## src/rtl/rom_port_arbiter.sv

```systemverilog
// rom_port_arbiter: shares one combinational-read instruction ROM between
// the CPU fetch port (M0) and the data-load port (M1).
// One grant per cycle, with a combinational grant and a registered response
// one cycle later. Out-of-range reads return a NOP word and set err.
// Per-port starvation counters force a grant after MAX_WAIT cycles of waiting.
// Build option: define ROM_ARB_RR_EN to replace fixed M0 > M1 priority with
// round-robin on simultaneous requests. Starvation override applies in both modes.
module rom_port_arbiter #(
    parameter int ADDR_W    = 32,
    parameter int ROM_DEPTH = 65536,
    parameter int MAX_WAIT  = 4
) (
    input  logic              clk,
    input  logic              reset_n,
    input  logic              m0_req,
    input  logic [ADDR_W-1:0] m0_addr,
    output logic              m0_gnt,
    output logic              m0_rvalid,
    output logic [31:0]       m0_rdata,
    output logic              m0_err,
    input  logic              m1_req,
    input  logic [ADDR_W-1:0] m1_addr,
    output logic              m1_gnt,
    output logic              m1_rvalid,
    output logic [31:0]       m1_rdata,
    output logic              m1_err,
    output logic [31:0]       rom_addr,
    input  logic [31:0]       rom_data
);

    localparam logic [31:0] NOP_WORD   = 32'h0000_0013;
    localparam logic [3:0]  WAIT_LIMIT = 4'(MAX_WAIT);

    typedef enum logic {PORT_M0 = 1'b0, PORT_M1 = 1'b1} port_t;

    // Word index is addr[ADDR_W-1:2]; widened so any ROM_DEPTH compares cleanly
    function automatic logic out_of_range(input logic [ADDR_W-1:0] addr);
        logic [63:0] word_idx;
        word_idx = 64'(addr[ADDR_W-1:2]);
        return (word_idx >= 64'(ROM_DEPTH));
    endfunction

    function automatic logic [31:0] to_rom_addr(input logic [ADDR_W-1:0] addr);
        return 32'(addr);
    endfunction

    function automatic logic [3:0] sat_inc(input logic [3:0] cnt);
        return (cnt == 4'hF) ? cnt : cnt + 4'd1;
    endfunction

    // Unmapped fetches must execute harmlessly, so they read back a NOP
    function automatic logic [31:0] resp_word(input logic err, input logic [31:0] word);
        return err ? NOP_WORD : word;
    endfunction

    logic [3:0]  r_cnt0;
    logic [3:0]  r_cnt1;
    port_t       r_last_winner;
    logic [31:0] r_last_addr;
    logic        r_m0_rvalid;
    logic        r_m1_rvalid;
    logic [31:0] r_m0_rdata;
    logic [31:0] r_m1_rdata;
    logic        r_m0_err;
    logic        r_m1_err;

    logic        w_starve0;
    logic        w_starve1;
    logic        w_gnt0;
    logic        w_gnt1;
    logic        w_oor0;
    logic        w_oor1;
    logic [31:0] w_rom_addr;

    assign w_starve0 = m0_req && (r_cnt0 >= WAIT_LIMIT);
    assign w_starve1 = m1_req && (r_cnt1 >= WAIT_LIMIT);
    assign w_oor0    = out_of_range(m0_addr);
    assign w_oor1    = out_of_range(m1_addr);

    // Pick at most one winner: starvation first, then the base policy
    always_comb begin
        w_gnt0 = 1'b0;
        w_gnt1 = 1'b0;
        if (w_starve0 && w_starve1) begin
            if (r_last_winner == PORT_M0) w_gnt1 = 1'b1;
            else                          w_gnt0 = 1'b1;
        end else if (w_starve0) begin
            w_gnt0 = 1'b1;
        end else if (w_starve1) begin
            w_gnt1 = 1'b1;
        end else if (m0_req && m1_req) begin
`ifdef ROM_ARB_RR_EN
            if (r_last_winner == PORT_M0) w_gnt1 = 1'b1;
            else                          w_gnt0 = 1'b1;
`else
            w_gnt0 = 1'b1;
`endif
        end else if (m0_req) begin
            w_gnt0 = 1'b1;
        end else if (m1_req) begin
            w_gnt1 = 1'b1;
        end
    end

    // ROM address follows the winner and holds the last granted address when idle
    always_comb begin
        w_rom_addr = r_last_addr;
        if (w_gnt0)      w_rom_addr = to_rom_addr(m0_addr);
        else if (w_gnt1) w_rom_addr = to_rom_addr(m1_addr);
    end

    // Starvation counters: count waiting cycles, clear on grant or dropped request
    always_ff @(posedge clk or negedge reset_n) begin
        if (!reset_n) begin
            r_cnt0 <= 4'd0;
            r_cnt1 <= 4'd0;
        end else begin
            r_cnt0 <= (m0_req && !w_gnt0) ? sat_inc(r_cnt0) : 4'd0;
            r_cnt1 <= (m1_req && !w_gnt1) ? sat_inc(r_cnt1) : 4'd0;
        end
    end

    // Remember the last winner and its address for tie-break and idle rom_addr
    always_ff @(posedge clk or negedge reset_n) begin
        if (!reset_n) begin
            r_last_winner <= PORT_M0;
            r_last_addr   <= 32'd0;
        end else if (w_gnt0) begin
            r_last_winner <= PORT_M0;
            r_last_addr   <= w_rom_addr;
        end else if (w_gnt1) begin
            r_last_winner <= PORT_M1;
            r_last_addr   <= w_rom_addr;
        end
    end

    // Response stage: one-cycle rvalid pulse, data captured at grant and held after
    always_ff @(posedge clk or negedge reset_n) begin
        if (!reset_n) begin
            r_m0_rvalid <= 1'b0;
            r_m1_rvalid <= 1'b0;
            r_m0_rdata  <= 32'd0;
            r_m1_rdata  <= 32'd0;
            r_m0_err    <= 1'b0;
            r_m1_err    <= 1'b0;
        end else begin
            r_m0_rvalid <= w_gnt0;
            r_m1_rvalid <= w_gnt1;
            if (w_gnt0) begin
                r_m0_err   <= w_oor0;
                r_m0_rdata <= resp_word(w_oor0, rom_data);
            end
            if (w_gnt1) begin
                r_m1_err   <= w_oor1;
                r_m1_rdata <= resp_word(w_oor1, rom_data);
            end
        end
    end

    assign m0_gnt    = w_gnt0;
    assign m1_gnt    = w_gnt1;
    assign rom_addr  = w_rom_addr;
    assign m0_rvalid = r_m0_rvalid;
    assign m1_rvalid = r_m1_rvalid;
    assign m0_rdata  = r_m0_rdata;
    assign m1_rdata  = r_m1_rdata;
    assign m0_err    = r_m0_err;
    assign m1_err    = r_m1_err;

endmodule

```

## config.mk

```make
export PLATFORM = sky130hd
export DESIGN_NAME = rom_port_arbiter
export DESIGN_NICKNAME = d
export VERILOG_FILES = /design/src/rtl/rom_port_arbiter.sv
export SDC_FILE = /design/constraint.sdc
export NUM_CORES = 1
export LEC_CHECK = 0
export BUFFER_PORTS_ARGS = -buffer_cell sky130_fd_sc_hd__buf_2
export CAP_MARGIN = 20
export CELL_PAD_IN_SITES_DETAIL_PLACEMENT = 1
export CELL_PAD_IN_SITES_GLOBAL_PLACEMENT = 1
export CORE_AREA = 2 2 129 131
export CTS_BUF_LIST = sky130_fd_sc_hd__clkbuf_16
export DETAILED_ROUTE_END_ITERATION = 7
export DIE_AREA = 0 0 131 133
export PLACE_DENSITY = 0.77
export SLEW_MARGIN = 10
export SYNTH_ARGS = -nofsm -noshare
export SYNTH_HDL_FRONTEND = slang
export SYNTH_SLANG_ARGS = --single-unit
export TNS_END_PERCENT = 100
```

## constraint.sdc

```tcl
create_clock -name clk -period 1.75 [get_ports clk]
set_clock_uncertainty 0.1 [all_clocks]
set_input_delay 0.2625 -clock clk [delete_from_list [all_inputs] [get_ports clk]]
set_output_delay 0.2625 -clock clk [all_outputs]
set_load 0.01 [all_outputs]
```

# Yosys cells after proc, flatten, opt, wreduce, memory -nomap -nowiden
# Cells that the tools add are included.
# totals
reg_bits	109
out_inout_bits	102
word_cells	54
# classes
add_sub_neg	2
order_cmp	4
n_eq_ne	4
n_mux	25
reduce_logical	9
# op_table
operator	n
$mux 32	6
$ge 30x17->1 const B	2
$mux 4	4
$mux 1	15
$add 4x1->4 const B	2
$eq 4x4->1 const B	2
$ge 4x3->1 const B	2
$logic_and 1x1->1	6
$ne 2x2->1 const B	2
$logic_not 1->1	2
$reduce_bool 2->1	1

# Depth between registers and ports, before layout
# Gate-level depths: netlist of run 1.
# logic_depth
ltp_word	10
ltp_mapped	6

# Worst setup path before layout of run 1
# OpenSTA, ideal clock, no wires.
# synth_timing
path_kind	flip-flop to output port
from	register r_cnt0[3]
to	output port rom_addr[26]
t_arrival_ns	1.345
required_ns	1.387
slack_ns	0.043
path_stages_with_launch	6
path_cell_list	dfrtp_1 > o21ai_2 > nand2_2 > buf_2 > buf_6 > o221a_1
# synth_via
elab_chain_cells	6
elab_cells_between_ends	9
cone_classes	order compare: 1; mux: 6; reduce/logical: 2
# synth_rtl
element	line	rtl
start, declared	56	logic [3:0] r_cnt0;
start signal, assigned	118	r_cnt0 <= (m0_req && !w_gnt0) ? sat_inc(r_cnt0) : 4'd0;
$ge 4x3->1 *	75	assign w_starve0 = m0_req && (r_cnt0 >= WAIT_LIMIT);
$logic_and 1x1->1 *	75	
$mux 1 / $logic_and 1x1->1 (equally long branches)	87, 84	
$mux 1	84	if (w_starve0 && w_starve1) begin
$mux 32	109	else if (w_gnt1) w_rom_addr = to_rom_addr(m1_addr);
$mux 32 *	108	if (w_gnt0) w_rom_addr = to_rom_addr(m0_addr);
end, declared	27	output logic [31:0] rom_addr,
# Mark *: on every way between the ends. The rest lies on a longest branch, timed or not.

# Worst setup path in the final report of run 1
# layout_timing
from	register r_cnt1[2]
to	output port rom_addr[19]
# layout_via
elab_chain_cells	7
elab_cells_between_ends	11
cone_classes	order compare: 1; mux: 8; reduce/logical: 2
# layout_rtl
element	line	rtl
start, declared	57	logic [3:0] r_cnt1;
start signal, assigned	119	r_cnt1 <= (m1_req && !w_gnt1) ? sat_inc(r_cnt1) : 4'd0;
$ge 4x3->1 *	76	assign w_starve1 = m1_req && (r_cnt1 >= WAIT_LIMIT);
$logic_and 1x1->1 *	76	
$mux 1	89	end else if (w_starve1) begin
$mux 1	87	end else if (w_starve0) begin
$mux 1	84	
$mux 32	109	
$mux 32 *	108	
# Marked as above.

==> metrics.md, run 1 <==
| Metric | Value |
|---|---|
| Synth area leader | `dfrtp_1` |
| Ys flop type | `dfrtp_1` |
| IO Pins | `202` |
| Relative slew slack | `between 70% and 80%` |
| Remaining DRCs | `0` |
| Yosys cell types | `40` |
| Drt initial violations | `364` |
| Worst setup margin | `-0.4187 ns` |
| Largest net degree at the start of global routing | `58` |
| WS Path Type | `register to primary output` |
| # nets final | `882` |
| Setup crit start kind | `register` |
| Inst Count DP | `965` |
| Largest cells by area after synthesis | `dfrtp_1, o221a_1, mux2i_1` |
| CTS sink cnt | `between 100 and 150` |
| Vias in the first global route | `5918` |
| Max VDD drop | `0.4543 mV` |
| Port buffer count | `201` |
| Initial Util | `38.80%` |
| Unrepaired setup endpoints after global routing | `yes` |
| Non-Filler Instances | `approximately 1000` |
| Yosys top cell area share | `43.47%` |
| Finish-stage setup viols | `38` |
| DR vias | `5817` |
| Seq/Total Area, Yosys | `43.47%` |
| FF+latch area | `0.002728 mm^2` |
| Leak | `3.832 nW` |
| Area after DPL | `0.007692 mm^2` |
| Hold WC Path Type | `primary input to register` |
| Root Buffer | `clkbuf_16` |
| Multi-input logic area | `0.003052 mm^2` |
| Site Rows | `47` |
| Clk_lat worst skew | `0.35 ns` |
| DR WL/cell | `21.74 um` |
| GRT Util Overall | `a little under a quarter` |
| First-pass GRT wire length | `around 32000 um` |
| Filler Cell Count | `1799` |
| Syn Area/Cell | `between 10 and 15 um^2` |
| Final instance area | `0.008468 mm^2` |
| Power Dens Cells | `around 660 mW/mm^2` |
| Post-synth EDFFs | `0` |
| Critical Path Sink Type | `primary output` |
| Num CTS Buffers | `9` |
| Detailed Place HPWL | `between 10000 and 15000 um` |
| Post-Syn Nets | `662` |
| Min Tclk post-route | `2.169 ns` |
| Worst-path clk slew | `0.08 ns` |
| Cell Area, Synth | `0.006275 mm^2` |
| Die X | `131 um` |
| Layout cells sized above 1 | `42.60%` |
| Total grt overflow | `0` |
| Max_cap viols | `0` |
| Worst Max-Slew Pin Slew | `a little under 0.4 ns` |
| Worst Path Arrival | `1.81 ns` |
| Routed Antenna Nets | `0` |
| Via-per-instance ratio | `5.794` |
| Max-slew violation count | `0` |
| Synth cell count leaders | `dfrtp_1, mux2i_1, nand2_1` |
| Req. time, crit path | `1.39 ns` |
| Core ar. | `0.01617 mm^2` |
| Crit path max fanout | `18` |
| # diodes | `0` |
| Fmax achieved | `approximately 0.46 GHz` |
| Initial antenna violation count | `0` |
| Final-report hold violation count | `0` |
| Violated checks | `setup timing` |
| Tcrit/Tclk final | `123.9%` |
| FF+latch count, synth | `109` |
| Max Buffers Root-to-Sink | `2` |
| Most common cell in the netlist | `dfrtp_1` |
| Asr flop ratio synth | `100.0%` |
| H-tree depth | `3` |
| Reg2reg setup slack | `-0.01 ns` |
| Routed WL | `21820 um` |
| Layout area overhead | `34.96%` |
| Height of the die | `approximately 130 um` |
| Gate Count Post-Synth | `560` |
| Die area | `roughly 0.017 mm^2` |
| TritonCTS clock tree | `done` |
| Gpl congestion | `0.8827` |
| Synth warnings | `0` |
| Run status | `finished, violations left` |
| Iteration count of the initial detailed-routing pass | `5` |
cell usage in the layout (no fill, tap or decap), drive strengths merged, types with 4 or more instances in the layout:
master / n
o32ai: 29
buf: 258
o21ai: 5
inv: 61
mux2i: 62
nand2b: 6
nor3: 5
nand4: 31
o32a: 6
dfrtp: 109
nor4: 5
nand2: 62
o221a: 64
nor4b: 29
nor2: 4
clkbuf: 16
logic make-up after synthesis:
kind of cell | count (synthesis) | synth area share (%)
and+or+nand+nor | 152 | 14.26
buffers and inverters | 117 | 9.292
AOI/OAI and AO/OA | 113 | 21.81
DFF | 109 | 43.47
muxes | 65 | 10.49
xor gates and xnor gates | 2 | 0.2792
adders and majority gates | 2 | 0.3987
per-layer routing:
metal  GRT usage, %  share of wire (%)  vias up
li1               -                  -     2566
met1          31.44                 43     2947
met2          39.41                 50      266
met3          3.114                5.7       38
met4          6.797                2.1        0
met5              0                  0        -
path summary, 6_finish.rpt:
check / start / endpoint / depth (start not counted)
max: r_cnt1[2] / rom_addr[19] / 7
min: rom_data[22] / m1_rdata[22] / 3
max reg2reg: r_cnt1[2] / m0_rdata[12] / 8
min reg2reg: m1_rdata[4] / m1_rdata[4] / 1
max in group asynchronous: reset_n / m1_rdata[27] / 3
min in group asynchronous: reset_n / m1_rdata[5] / 2
worst max-delay path, stage by stage (launching register included):
cell and delay, ns:
dfrtp_1 0.41, o21ai_2 0.17, buf_6 0.13, o21ai_4 0.06
buf_12 0.14, buf_12 0.15, o221a_1 0.24, buf_2 0.15
per-stage QoR:
| step | TNS [ns] | util, % | hold WS [ns] | total power [mW] | setup slack [ns] |
|---|---|---|---|---|---|
| after floorplan | 0 | - | -0.1331 | 3.184 | 0.04284 |
| after global routing | -15.77 | 52.36 | 0.09027 | 5.800 | -0.4684 |
| after global placement | -0.1089 | 47.57 | -0.001743 | 3.620 | -0.03664 |
| after detailed placement | -0.2772 | 47.57 | 0.0003530 | 3.647 | -0.03822 |
| final | -12.87 | 52.36 | 0.08792 | 5.611 | -0.4187 |
| after CTS | -12.30 | 49.99 | 0.08045 | 5.559 | -0.3814 |
registers in the layout, indices dropped and copies added (netlist names):
name           flops
m1_rvalid          1
m1_err             1
m0_rvalid          1
m1_rdata          32
r_last_winner      1
r_cnt1             4
m0_rdata          32
r_cnt0             4
m0_err             1
r_last_addr       32
what timing repair did:
action / in CTS / in global routing
hold buffers: 1 / 0
gates resized for setup: 9 / 27
setup buffers: 4 / 8
endpoints found under the hold margin: 109 / 0
gates cloned: 2 / 9
endpoints found under the setup margin: 34 / 101
pin swaps: 12 / 4
layout make-up:
type                    count  share of cell area [%]
well taps                 220                   3.251
flip-flops and latches    109                   32.21
clock buffers               9                   2.660
multi-input cells         334                   36.04
inverters                  60                   2.807
repair buffers            266                   22.64
clock inverters             6                  0.3989
power breakdown:
part	switching [mW]	internal (mW)	total, mW
registers	0.0274	2.59	2.62
clock network	0.947	0.945	1.89
logic	0.598	0.504	1.10
total	1.57	4.04	5.61
No activity file was read; power rests on OpenSTA's default activity.
==> run 2, diff against run 1 <==
- CORE_AREA: 2 2 129 131 -> 2 2 144 118
- DIE_AREA: 0 0 131 133 -> 0 0 146 120
==> run 2 against run 1 <==
The run still ends with setup timing left. Core utilization up 0.43 points. Highest routed layer is now met5. Count of clock-buffer cells in the layout unchanged. Largest power group unchanged. Critical endpoint is now rom_addr[14]. Worst setup slack worse by 0.040 ns. Wire length increased by 2.2%. Critical path type unchanged. Maximum frequency shrank 1.8%. Non-clock buffer count increased by 15. Flip-flop and latch count unchanged.
==> metrics.md, run 2 (synthesis results as in run 1) <==
| Metric | Value |
|---|---|
| Wire length on met2 | `11270 um (was 10830 um)` |
| Power Dens Cells | `670.9 mW/mm^2 (was 662.6 mW/mm^2)` |
| Drt initial violations | `360 (was 364)` |
| Setup crit start kind | `register (unchanged)` |
| Max-slew violation count | `0 (unchanged)` |
| Clk_lat worst skew | `0.34 ns (was 0.35 ns)` |
| R2R Path Start | `r_cnt0[2] (was r_cnt1[2])` |
| Routed Antenna Nets | `0 (unchanged)` |
| Max_cap viols | `0 (unchanged)` |
| Layout area overhead | `36.19% (was 34.96%)` |
| Top sig layer | `met5 (was met4)` |
| First-pass GRT wire length | `35560 um (was 32050 um)` |
| Largest net degree at the start of global routing | `110 (was 58)` |
| Hold WC Path Type | `primary input to register (unchanged)` |
| # nets final | `897 (was 882)` |
| Initial Util | `38.77% (was 38.80%)` |
| Worst Reg-to-Reg Cells | `9 (was 8)` |
| Crit path max fanout | `32 (was 18)` |
| Worst Max-Slew Pin Slew | `0.6167 ns (was 0.3967 ns)` |
| Final instance area | `0.008546 mm^2 (was 0.008468 mm^2)` |
| WL met3 | `929 um (was 1249 um)` |
| WS Path Type | `register to primary output (unchanged)` |
| H-tree depth | `3 (unchanged)` |
| Crit path to | `rom_addr[14] (was rom_addr[19])` |
| Max VDD drop | `0.4776 mV (was 0.4543 mV)` |
| Metal-1 WL | `9504 um (was 9277 um)` |
| Detailed Place HPWL | `14750 um (was 14230 um)` |
| Final-report hold violation count | `0 (unchanged)` |
| Total grt overflow | `0 (unchanged)` |
| IO Pins | `202 (unchanged)` |
| Critical Path Stages | `6 (was 7)` |
| Area after DPL | `0.007757 mm^2 (was 0.007692 mm^2)` |
| Site Rows | `42 (was 47)` |
| DR WL/cell | `21.85 um (was 21.74 um)` |
| CP peak stage delay | `0.41 ns (about the same)` |
| CTS sink cnt | `109 (unchanged)` |
| CP cell instances | `buf_4, o21a_1, nand2_4, buf_12, o221a_1, buf_2 (was o21ai_2, buf_6, o21ai_4, buf_12, buf_12, o221a_1, buf_2)` |
| Unrepaired setup endpoints after global routing | `yes (unchanged)` |
| Min Tclk post-route | `2.209 ns (was 2.169 ns)` |
| Worst Path Arrival | `1.85 ns (was 1.81 ns)` |
| CP top delay family | `buffers and inverters (unchanged)` |
| Remaining DRCs | `0 (unchanged)` |
| Die area | `0.01752 mm^2 (was 0.01742 mm^2)` |
| Die X | `146 um (was 131 um)` |
| Worst slack, placed | `-0.08416 ns (was -0.03822 ns)` |
| DR vias | `5846 (was 5817)` |
| Iteration count of the initial detailed-routing pass | `5 (unchanged)` |
| Worst reg2reg path endpoint | `m1_rdata[21] (was m0_rdata[12])` |
| Port buffer count | `201 (unchanged)` |
| TritonCTS clock tree | `done (unchanged)` |
| GRT Util Overall | `25.51% (was 23.45%)` |
| Worst Hold Margin | `0.09935 ns (was 0.08792 ns)` |
| Vias in the first global route | `6338 (was 5918)` |
| Layout cells sized above 1 | `42.50% (was 42.60%)` |
| Worst-path clk slew | `0.07 ns (was 0.08 ns)` |
| Run status | `finished, violations left (unchanged)` |
| Commonest non-fill, non-tap cells in the layout | `buf_2, dfrtp_1, inv_1 (was buf_2, dfrtp_1, inv_1, nand2_1, o221a_1)` |
| Height of the die | `120 um (was 133 um)` |
| Initial antenna violation count | `2 (was 0)` |
| Root Buffer | `clkbuf_16 (unchanged)` |
| Commonest non-fill, non-tap cell in the layout | `buf_2 (unchanged)` |
| Gpl congestion | `0.9194 (was 0.8827)` |
| Leak | `3.891 nW (was 3.832 nW)` |
| Critical Path Sink Type | `primary output (unchanged)` |
| Num CTS Buffers | `9 (unchanged)` |
| Finish-stage setup viols | `80 (was 38)` |
| Core ar. | `0.01619 mm^2 (was 0.01617 mm^2)` |
| Violated checks | `setup timing (unchanged)` |
| Max Buffers Root-to-Sink | `2 (unchanged)` |
| Routed WL | `22310 um (was 21820 um)` |
| Worst setup path startpoint | `r_cnt1[2] (unchanged)` |
| Req. time, crit path | `1.39 ns (about the same)` |
| Tcrit/Tclk final | `126.2% (was 123.9%)` |
| Worst setup margin | `-0.4589 ns (was -0.4187 ns)` |
| Buf+Inv Stages, Crit Path | `3 (was 4)` |
| Fmax achieved | `0.4527 GHz (was 0.4611 GHz)` |
| Via-per-instance ratio | `5.726 (was 5.794)` |
| Slowest-stage cell, CP | `dfrtp_1 (unchanged)` |
| Reg2reg setup slack | `-0.20 ns (was -0.01 ns)` |
| Relative slew slack | `58.88% (was 73.35%)` |
==> run 2: area by class of cell <==
type                       count  area [um^2]
fill                        1821         7640
clock buffer                   9        225.2
multi-input combinational    334         3087
tap                          220        275.3
timing repair buffer         281         1946
sequential                   109         2728
clock inverter                 7        52.55
antenna                        1        2.502
inverter                      60        230.2
==> run 2: worst min path at each step <==
stage,start,end,depth (start not counted)
after floorplan,reset_n,m0_err,0
final,rom_data[29],m1_rdata[29],3
after CTS,rom_data[29],m1_rdata[29],3
after detailed placement,reset_n,m0_rdata[3],2
after global routing,rom_data[25],m1_rdata[25],3
after global placement,reset_n,m0_rdata[6],2
==> run 2: per-stage QoR <==
step | cells | setup TNS [ns] | util, % | power, mW
after floorplan | 560 | 0 | - | 3.184
after global placement | 977 | -0.05624 | 47.93 | 3.625
after detailed placement | 977 | -2.083 | 47.93 | 3.661
after CTS | 1016 | -15.61 | 51.76 | 5.757
after global routing | 1021 | -23.33 | 52.80 | 5.969
final | 1021 | -18.30 | 52.80 | 5.733
==> run 2: layer usage <==
metal | global-route usage, % | vias up
met2 | 43.87 | 191
li1 | - | 2588
met5 | 0 | -
met3 | 4.525 | 52
met4 | 8.981 | 2
met1 | 32.49 | 3013
==> run 2: worst reg2reg max path: cells and delay by family (launching register included) <==
kind                   cells  cell delay [ns]
buffers and inverters      6             0.81
AOI/OAI and AO/OA          3             0.55
DFF                        1             0.40
==> run 2: repair_timing <==
item	4_1_cts	5_1_grt
endpoints found under the setup margin	62	125
hold buffers	1	0
gates cloned	6	1
endpoints found under the hold margin	109	0
gates resized for setup	17	15
setup buffers	17	4
pin swaps	13	11
==> run 2: power breakdown <==
part / switching, mW / internal, mW
combinational: 0.613 / 0.512
sequential: 0.0270 / 2.59
clock: 0.907 / 1.08
total: 1.55 / 4.19
